File: src/rtl/riscv_run_ctrl.sv
// Run controller for the pipelined RISC-V core.
// Streams a program into instruction memory, holds the core in reset for a
// fixed number of cycles, then runs it until a store to TOHOST_ADDR or until
// the cycle watchdog expires.
// Ports:
//   clk, rst (sync, active-low)            clock and reset
//   start, max_cycles                      begin a sequence / run-cycle limit
//   load_valid/ready/data/last             program word stream
//   imem_we/addr/wdata                     instruction-memory write port
//   core_rst                               active-high core reset
//   mon_we/addr/wdata                      snooped core data stores
//   busy, done, pass, timeout, overflow    status
//   result, cycle_count, words_loaded      status values
module riscv_run_ctrl #(
  parameter int unsigned XLEN        = 32,
  parameter int unsigned ADDR_W      = 8,
  parameter int unsigned IMEM_DEPTH  = 256,
  parameter int unsigned CNT_W       = 16,
  parameter int unsigned DEF_TIMEOUT = 175,
  parameter int unsigned RST_CYCLES  = 2,
  parameter logic [XLEN-1:0] TOHOST_ADDR = XLEN'(32'h0000_0FFC)
) (
  input  logic              clk,
  input  logic              rst,
  input  logic              start,
  input  logic [CNT_W-1:0]  max_cycles,
  input  logic              load_valid,
  output logic              load_ready,
  input  logic [XLEN-1:0]   load_data,
  input  logic              load_last,
  output logic              imem_we,
  output logic [ADDR_W-1:0] imem_addr,
  output logic [XLEN-1:0]   imem_wdata,
  output logic              core_rst,
  input  logic              mon_we,
  input  logic [XLEN-1:0]   mon_addr,
  input  logic [XLEN-1:0]   mon_wdata,
  output logic              busy,
  output logic              done,
  output logic              pass,
  output logic              timeout,
  output logic              overflow,
  output logic [XLEN-1:0]   result,
  output logic [CNT_W-1:0]  cycle_count,
  output logic [ADDR_W:0]   words_loaded
);

  localparam int unsigned WL_W   = ADDR_W + 1;
  localparam int unsigned HOLD_W = (RST_CYCLES > 1) ? $clog2(RST_CYCLES) : 1;

  typedef enum logic [2:0] {
    S_IDLE,
    S_LOAD,
    S_HOLD,
    S_RUN,
    S_DONE
  } state_t;

  state_t             state;
  state_t             state_nxt;
  logic [HOLD_W-1:0]  hold_cnt;
  logic [CNT_W-1:0]   limit;
  logic               go;
  logic               xfer;
  logic               ovf_hit;
  logic               tohost_hit;
  logic               wd_hit;

  // Next-state decode and per-cycle event strobes.
  always_comb begin
    state_nxt  = state;
    go         = 1'b0;
    xfer       = 1'b0;
    ovf_hit    = 1'b0;
    tohost_hit = 1'b0;
    wd_hit     = 1'b0;
    case (state)
      S_IDLE, S_DONE: begin
        if (start) begin
          go        = 1'b1;
          state_nxt = S_LOAD;
        end
      end
      S_LOAD: begin
        if (load_valid && load_ready) begin
          xfer = 1'b1;
          if (load_last) begin
            state_nxt = S_HOLD;
          end else if (words_loaded == WL_W'(IMEM_DEPTH - 1)) begin
            // This word fills the memory and no end marker came with it.
            ovf_hit   = 1'b1;
            state_nxt = S_DONE;
          end
        end
      end
      S_HOLD: begin
        if (hold_cnt == HOLD_W'(RST_CYCLES - 1)) state_nxt = S_RUN;
      end
      S_RUN: begin
        // A completion store beats watchdog expiry in the same cycle.
        if (mon_we && (mon_addr == TOHOST_ADDR)) begin
          tohost_hit = 1'b1;
          state_nxt  = S_DONE;
        end else if (cycle_count == limit) begin
          wd_hit    = 1'b1;
          state_nxt = S_DONE;
        end
      end
      default: state_nxt = S_IDLE;
    endcase
  end

  // State register and registered outputs.
  always_ff @(posedge clk) begin
    if (!rst) begin
      state        <= S_IDLE;
      hold_cnt     <= '0;
      limit        <= '0;
      load_ready   <= 1'b0;
      imem_we      <= 1'b0;
      imem_addr    <= '0;
      imem_wdata   <= '0;
      core_rst     <= 1'b1;
      busy         <= 1'b0;
      done         <= 1'b0;
      pass         <= 1'b0;
      timeout      <= 1'b0;
      overflow     <= 1'b0;
      result       <= '0;
      cycle_count  <= '0;
      words_loaded <= '0;
    end else begin
      state      <= state_nxt;
      load_ready <= (state_nxt == S_LOAD);
      busy       <= (state_nxt == S_LOAD) || (state_nxt == S_HOLD) || (state_nxt == S_RUN);
      core_rst   <= (state_nxt != S_RUN);
      imem_we    <= xfer;
      hold_cnt   <= (state == S_HOLD) ? hold_cnt + 1'b1 : '0;

      if (go) begin
        done         <= 1'b0;
        pass         <= 1'b0;
        timeout      <= 1'b0;
        overflow     <= 1'b0;
        result       <= '0;
        cycle_count  <= '0;
        words_loaded <= '0;
        limit        <= (max_cycles == '0) ? CNT_W'(DEF_TIMEOUT) : max_cycles;
      end

      if (xfer) begin
        imem_addr    <= words_loaded[ADDR_W-1:0];
        imem_wdata   <= load_data;
        words_loaded <= words_loaded + 1'b1;
      end

      if (ovf_hit) begin
        overflow <= 1'b1;
        done     <= 1'b1;
        pass     <= 1'b0;
      end

      // Count reads 1 in the first RUN cycle and saturates at all-ones.
      if (state_nxt == S_RUN) begin
        if (state != S_RUN)           cycle_count <= CNT_W'(1);
        else if (cycle_count != '1)   cycle_count <= cycle_count + 1'b1;
      end

      if (tohost_hit) begin
        result <= mon_wdata;
        pass   <= (mon_wdata == XLEN'(1));
        done   <= 1'b1;
      end

      if (wd_hit) begin
        timeout <= 1'b1;
        done    <= 1'b1;
        pass    <= 1'b0;
      end
    end
  end

endmodule

File: config.mk
export PLATFORM = sky130hd
export DESIGN_NAME = riscv_run_ctrl
export DESIGN_NICKNAME = d
export VERILOG_FILES = /design/src/rtl/riscv_run_ctrl.sv
export SDC_FILE = /design/constraint.sdc
export NUM_CORES = 1
export LEC_CHECK = 0
export CAP_MARGIN = 10
export CORE_ASPECT_RATIO = 0.75
export CORE_MARGIN = 2
export CORE_UTILIZATION = 40
export DETAILED_ROUTE_END_ITERATION = 8
export GPL_ROUTABILITY_DRIVEN = 1
export PLACE_DENSITY = 0.74
export SETUP_SLACK_MARGIN = 0.5
export SYNTH_ARGS = -nofsm -noshare
export SYNTH_HDL_FRONTEND = slang
export SYNTH_SLANG_ARGS = --single-unit
export TNS_END_PERCENT = 10
File: constraint.sdc
create_clock -name clk -period 2 [get_ports clk]
set_input_delay 0.4 -clock clk [delete_from_list [all_inputs] [get_ports clk]]
set_output_delay 0.4 -clock clk [all_outputs]
set_load 0.02 [all_outputs]
======== Word level (Yosys, flattened, before mapping) ========
Cells that the tools add are included.
word-level totals
  register bits ........................... 125
  bits in latches ......................... 0
  RAM bits ................................ 0
  bits in read-only memories .............. 0
  bits of input ports ..................... 118
  output and inout port bits .............. 105
  word-level logic and storage cells ...... 86
  memories kept ........................... 0
operators by class
  $add $sub $neg .......................... 3
  multipliers ............................. 0
  divide/modulo/power cells ............... 0
  $lt $le $gt $ge ......................... 0
  equality and inequality tests ........... 14
  shift-type cells ........................ 0
  mux-type cells .......................... 37
  bitwise gates (word level) .............. 1
  reductions and logical operators ........ 15
operators with widths
  operator               number
  $mux 16                5
  $mux 32                2
  $eq 32x1->1 const B    1
  $eq 32x12->1 const B   1
  $mux 3                 7
  $mux 1                 20
  $mux 9                 2
  $add 16x1->16 const B  1
  $eq 16x16->1           1
  $logic_not 16->1       1
  $ne 16x16->1 const B   1
  $eq 3x2->1 const B     4
  $pmux 3 s4             1
  $add 9x1->9 const B    1
  $eq 9x8->1 const B     1
  $reduce_bool 2->1      4
  $eq 3x1->1 const B     2
  $ne 3x2->1 const B     2
  $reduce_bool 4->1      1
  $reduce_or 2->1        2
  $eq 3x3->1 const B     1
  $logic_not 3->1        1
  $reduce_bool 3->1      1
  $logic_and 1x1->1      2
  4 further kinds        5

======== Longest topological paths before layout ========
  depth after elaboration ................. 8
  gate-level depth with buffers ........... 8
  gate-level depth less buffers ........... 8

======== Worst setup path before layout ========
Ideal clock, no wire load.
  kind .................................... in2reg
  start ................................... input mon_addr[24]
  end ..................................... register result[10]
  arrival ................................. 1.974 ns
  path slack .............................. -0.088 ns
  cell stages on the path ................. 7
  path buffers ............................ 2
  path through ............................ or3_1 -> or4_4 -> or2_1 -> buf_6 -> buf_12 -> nand3_2 -> a21oi_2
between the ends
  longest elaborated chain between the ends .. 5
  elaborated cells on any way between the ends .. 6
  those cells by class .................... 1 x eq/ne; 3 x mux; 2 x reduce/logical
RTL lines
  item                                                 RTL line  text
  start: declaration                                   36        input logic [XLEN-1:0] mon_addr,
  $eq 32x12->1 (*)                                     101       if (mon_we && (mon_addr == TOHOST_ADDR)) begin
  $logic_and 1x1->1 (*)                                101
  $mux 1 (*)                                           101
  $mux 1 (*)                                           77        case (state)
  $mux 32 / $reduce_bool 2->1 (equally long branches)  --
  end signal: assignment                               170       result <= mon_wdata;
  end: declaration                                     43        output logic [XLEN-1:0] result,
Mark *: on every way between the ends. The rest lies on a longest branch, timed or not.
A chain may end at the register's enable or synchronous reset.

======== Worst setup path in the final report ========
  start ................................... register cycle_count[1]
  end ..................................... register cycle_count[7]
between the ends
  longest elaborated chain between the ends .. 6
  elaborated cells on any way between the ends .. 10
  those cells by class .................... 1 x add/sub; 3 x eq/ne; 6 x mux
RTL lines
  item                                                                   RTL line  text
  start: declaration                                                     44        output logic [CNT_W-1:0] cycle_count,
  start signal: assignment                                               166       else if (cycle_count != '1) cycle_count <= cycle_count + 1'b1;
  parallel branches: the longest is 5 deep, another holds $add 16x1->16  --
  $mux 16 (*)                                                            164       if (state_nxt == S_RUN) begin
Every way passes the cells marked *.

==> flow_summary.ini <==
[status]
status = finished, final reports clean

[timing]
rsz0062_at_grt = true
fin_crit_ps = 1969
timing.slew.headroom_pct = 64.25
fmax_mhz = 507.8
period_share_pct = 98.46
clock_skew_ps = 13.26
finalSetupTns_ps = 0
slew_violations = 0
tightest_slew_ps = 536.3
finalHoldViolCount = 0
holdWs_ps = 448.8
finalSetupViolations = 0

[yosys]
synth_top_area_cell = dfxtp_1
syn_inst = 654
synthMostInstantiatedCell = nand2_1
ys_top_cells_by_count = nand2_1 (157), dfxtp_1 (125), a21oi_1 (73)
syn_area_um2 = 5725
synth_top_area_share_pct = 43.71
ys_types = 64
synth-async-reset-ratio_pct = 0
synth_edf_count = 0
synth_ff_type = dfxtp_1
ys_ff_latch = 125
ys_seq_area_share_pct = 43.71
synth_fp_nets = 775
yosys_warnings = 0
synth.area.top_cells = dfxtp_1 (44%), nand2_1 (10%), a21oi_1 (6.4%), nand3_2 (5.2%), a21oi_2 (4.6%)
avgSynthCellArea_um2 = 8.755

[grt]
met2_usage_pct = 43.58
busiest_layer = met2
grt_usage_pct = 25.82
grt_pass1_wl_mm = 30.87
grt.met1_usage_pct = 31.64
grt_max_degree = 38
use_met3_pct = 8.363
gr-total-overflow = 0
grt_pass1_vias = 5948
antenna_found_initial = 0

[pwr]
max-vdd-ir-drop_uv = 753.7
p_per_area_nw_per_um2 = 639.5
power_mw = 6.312
p_leak_nw = 5.168

[finish]
finalInstanceArea_um2 = 9871
fin_nets = 1066
syn2layout_area_growth_pct = 72.40
drive_gt1_share_pct = 33.72
num_antenna_cells = 0

[route]
totalWireLength_mm = 20.73
vias = 6077
avgViaCountPerCell = 5.364
drtIter0Drc = 361
drc = 0
dr.pass1.iters = 4
drt.antenna.violating_nets = 0
route.detailed.wl_per_inst_um = 18.30

[clock_tree]
cts.sinks = 125
insertion_delay_ps = 410
cts_tree = yes
htree_levels = 4
path_clk_slew_ps = 60
clockBufferDepth = 2
cts_buffers = 17
cts_root_buf = clkbuf_16

[setup_path]
critPathSlowestCell = or4_1
worstPathRequired_ps = 2310
cp-start-kind = flop
critical_path.top_delay_family = simple AND/OR/NAND/NOR gates
crit_fanout = 6
cp_num_buf_inv = 2
endpoint_kind = flop
worstPathArrival_ps = 2280
criticalPathCategory = flop to flop
crit_path_cell_trace = xor2_1 > nor4_1 > nand4_1 > buf_6 > nand2_8 > buf_4 > or4_1 > a31oi_1
cp_slowest_stage_delay_ps = 470

[placement]
postPlaceCellArea_um2 = 8453
dp_hpwl_mm = 14.18
port_buffers = 222
gp_congestion = 0.8990

[floorplan]
die_area_um2 = 15300
io_pins = 223
core_area_um2 = 13840
die_y_um = 107.6
start_util_pct = 41.36
die_w_um = 142.2
num_rows = 37

[run]
cap_violations = 0

[min_path]
hold_class = flop to flop
[worst paths after layout]
| check | start | end | slack [ps] | depth (start not counted) |
|---|---|---|---|---|
| worst min register to register | hold_cnt | hold_cnt | 450 | 1 |
| worst min-delay path | hold_cnt | hold_cnt | 450 | 1 |
| worst max-delay path | cycle_count[1] | cycle_count[7] | 30 | 8 |
| worst max register to register | cycle_count[1] | cycle_count[7] | 30 | 8 |
[flip-flops by register name (all words and copies together) (netlist names)]
signal	count
state	3
words_loaded	9
overflow	1
timeout	1
busy	1
load_ready	1
done	1
hold_cnt	1
imem_wdata	32
limit	16
result	32
imem_we	1
pass	1
cycle_count	16
core_rst	1
imem_addr	8
[placed cells by master, fill, tap and decap left out, types with 12 or more instances in the layout]
cell             synthesis  final
xor2_1                  17     17
a21oi_1                 73     70
buf_2                    2     16
o21ai_0                 15     13
buf_6                    5     27
nand3_2                 30     33
nand2_4                  0     23
dlymetal6s2s_1           0     83
buf_4                    0     68
nand3_1                 21     17
clkdlybuf4s50_1          0     86
clkbuf_16                0     17
nor2_1                  24     21
nand4_1                 12     12
nor4_1                  16     14
a21oi_2                 30     33
dfxtp_1                125    109
nand2_1                157    123
[layout make-up]
class	count	area [um2]
Fill cell	1020	3971
Multi-Input combinational cell	483	3273
Timing Repair Buffer	314	3226
Sequential cell	125	2542
Clock buffer	20	456.7
Tap cell	175	219.0
Clock inverter	12	137.6
Inverter	4	16.27
[cells by family after synthesis]
| group | after synthesis | synth area share, % |
|---|---|---|
| flops | 125 | 43.71 |
| mux | 1 | 0.1748 |
| buf+inv | 46 | 6.315 |
| fa+ha+maj | 3 | 0.6557 |
| simple gates | 306 | 28.39 |
| compound gates | 155 | 18.01 |
| xor+xnor | 18 | 2.753 |
[layer usage]
layer | part of all wire (%) | vias to the layer above | routed length (um)
met1 | 42 | 2879 | 8668
met3 | 9.1 | 22 | 1893
met4 | 1.4 | 0 | 281
li1 | - | 2905 | -
met2 | 48 | 271 | 9887
met5 | 0 | - | 0
[through the flow]
stage | util, % | setup WS (ps) | instances
finish | 71.31 | 30.76 | 1133
detailed placement | 61.07 | -677.0 | 1085
global route | 71.31 | -53.66 | 1133
global placement | 61.07 | -614.2 | 1085
CTS | 68.32 | 47.36 | 1132
floorplan | - | -68.50 | 654
[power by group]
part	internal (mW)	switching, mW	total [mW]
Combinational	0.333	0.324	0.657
Clock	1.91	1.19	3.10
Sequential	2.52	0.0315	2.56
[timing repair]
item                       4_1_cts  5_1_grt
gates cloned                     4        0
setup endpoints to repair      228      229
hold buffers                     0        0
pin swaps                       49       44
gates resized for setup        165      233
setup buffers                   11        1
(Power assumes the default switching activity.)
==> variant, RTL diff (same flow settings) <==
Set the parameter `ADDR_W` to 9 (it was 8).
--- a/src/rtl/riscv_run_ctrl.sv
+++ b/src/rtl/riscv_run_ctrl.sv
@@ -15,3 +15,3 @@
   parameter int unsigned XLEN        = 32,
-  parameter int unsigned ADDR_W      = 8,
+  parameter int unsigned ADDR_W      = 9,
   parameter int unsigned IMEM_DEPTH  = 256,
Interface: changed (resized imem_addr and words_loaded); port bits go from 223 to 225. No check against the original RTL was run, so the function may have changed too.
==> variant against the original RTL <==
Setup slack got worse by 15 ps; routed wire length decreased by 8.1%; cell count increased by 1.3%; cell area decreased by 3.3%; total power decreased by 1.4%; synthesized cell count increased by 3.8%; area after synthesis decreased by 3.3%; via count increased by 0.51%; non-clock buffer count decreased by 8; sequential cell count increased by 2; global-route usage decreased by 1.3 points; critical path type unchanged; highest routed layer unchanged.
==> variant: results (changes against the original RTL) <==
Status
  – Run status: complete, no violations

Final layout
  – Count of plain and timing-repair buffers in the layout: 306 (-2.5%)
  – Total area of sequential cells: 0.002562 mm² (+0.79%)
  – CLK BUF: 18 (-10%)
  – Inverters: 6 (+2)
  – Clock buffer and inverter area fraction after layout: 5.835% (-0.19 points)
  – Multi-input gate share of the layout cell area: 32.99% (-0.17 points)
  – Seq/total area: 26.85% (+1.1 points)
  – Multi-input combinational gate total: 502 (+3.9%)

Yosys
  – Post-synthesis sequential area ratio: 45.94% (+2.2 points)
  – Netlist cell types: 67 (+4.7%)
  – Synthesized netlist cell count: 679 (+3.8%)
  – Most used standard cells in the synthesized netlist: sky130_fd_sc_hd__nand2_1 (162), sky130_fd_sc_hd__dfxtp_1 (127), sky130_fd_sc_hd__a21oi_1 (104), sky130_fd_sc_hd__nand3_1 (46), sky130_fd_sc_hd__clkbuf_1 (26)
  – Number of nets in the synthesized netlist: 799 (+3.1%)
  – Flip-flop and latch count after synthesis: 127 (+1.6%)
  – Cells taking the most area after synthesis: sky130_fd_sc_hd__dfxtp_1 (46%), sky130_fd_sc_hd__nand2_1 (11%), sky130_fd_sc_hd__a21oi_1 (9.4%)

Drt
  – First-pass detailed-route iteration total: 5 (+1)
  – Vias after detailed routing: 6,108 (+0.51%)
  – Avg Vias per Cell: 5.321 (-0.80%)
  – Initial drt markers: 346 (-4.2%)
  – Amount of wire on met3 after detailed routing: 1855 µm (-2.0%)
  – Amount of wire on met2 after detailed routing: 9085 µm (-8.1%)
  – Mean routed wirelength per cell: 16.59 µm (-9.3%)

Placement
  – Worst-case setup slack after placement: -589.7 ps (+87.36 ps)
  – Number of I/O port buffers: 224 (+0.90%)
  – Post-DP Area: 0.008399 mm² (-0.64%)
  – Placer Congestion: 0.8627 (-4.0%)
  – Half-perimeter wire length after placement: 12,770 µm (-10%)
  – Total placed cells including tap cells: 1,091 (+0.55%)

Timing
  – Setup skew after layout: 12.92 ps (-0.3401 ps)
  – FMAX: 504.0 MHz (-0.75%)
  – Worst slew slack as a fraction of its limit: 65.44% (+1.2 points)

Worst hold path
  – WHS Endpoint: imem_wdata[24]
  – Startpoint of the worst hold path: imem_wdata[24]

Pwr
  – Logic power comb: 716 µW (+9.0%)
  – Max rail drop VDD: 739.1 µV (-1.9%)
  – Leak pwr: 0.003613 µW (-30%)
  – Clk power: 2900 µW (-6.5%)
  – Ratio of total power to cell area: 652.0 mW/mm² (+2.0%)

GRT
  – Wire length of the first global-routing pass: 29,350 µm (-4.9%)
  – Met3 demand-to-capacity share in global routing: 9.041% (+0.68 points)
  – Met1 usage in global routing: 30.68% (-0.96 points)
  – Fraction of met2 tracks used by global routing: 40.42% (-3.2 points)

Setup path
  – Worst-path maximum fanout: 5 (-1)
  – Signal arrival time at the worst endpoint: 2330 ps (+50 ps)
  – End point of the critical path: cycle_count[10]
  – Reg-to-reg critical path endpoint: cycle_count[10]

Clocking
  – Post-CTS Setup Bufs: 16 (+5)
  – Resized cells post-CTS: 89 (-46%)
variant: changes by cell type in the layout (fill, tap and decap cells not counted), moves of 9 or more:
cell / delta
sky130_fd_sc_hd__buf_4: -9
sky130_fd_sc_hd__dlygate4sd2_1: +10
sky130_fd_sc_hd__nand2_4: -15
sky130_fd_sc_hd__a21oi_2: -22
sky130_fd_sc_hd__clkdlybuf4s50_1: +102
sky130_fd_sc_hd__nand2_1: +27
sky130_fd_sc_hd__nand3_2: -32
sky130_fd_sc_hd__buf_6: -10
sky130_fd_sc_hd__a21oi_1: +22
sky130_fd_sc_hd__dlymetal6s2s_1: -75
sky130_fd_sc_hd__buf_2: -11
sky130_fd_sc_hd__nand3_1: +28
variant: metrics by stage:
step	TNS, ps	util (%)
after floorplan	-47.85	-
after global placement	-25680	61.71
after detailed placement	-29290	61.71
after CTS	0	68.54
after global routing	-45.42	70.11
final	0	70.11
variant: worst max-delay path: stages (launching register included):
cell and delay (ps):
sky130_fd_sc_hd__dfxtp_4 390, sky130_fd_sc_hd__ha_4 140, sky130_fd_sc_hd__and3_4 230, sky130_fd_sc_hd__nand3_4 90, sky130_fd_sc_hd__or4_4 570, sky130_fd_sc_hd__o2111ai_1 230
sky130_fd_sc_hd__a32oi_1 160, sky130_fd_sc_hd__nor2_1 100
variant: kinds of logic after synthesis:
logic type / count (synthesis) / share of synthesized area (%)
AO/OA/AOI/OAI: 163 / 18.49
XOR/XNOR: 23 / 3.640
adder cells (fa/ha/maj): 2 / 0.4521
buffers and inverters: 51 / 3.798
flip-flops: 127 / 45.94
multiplexers: 3 / 0.5878
AND/OR/NAND/NOR: 310 / 27.09
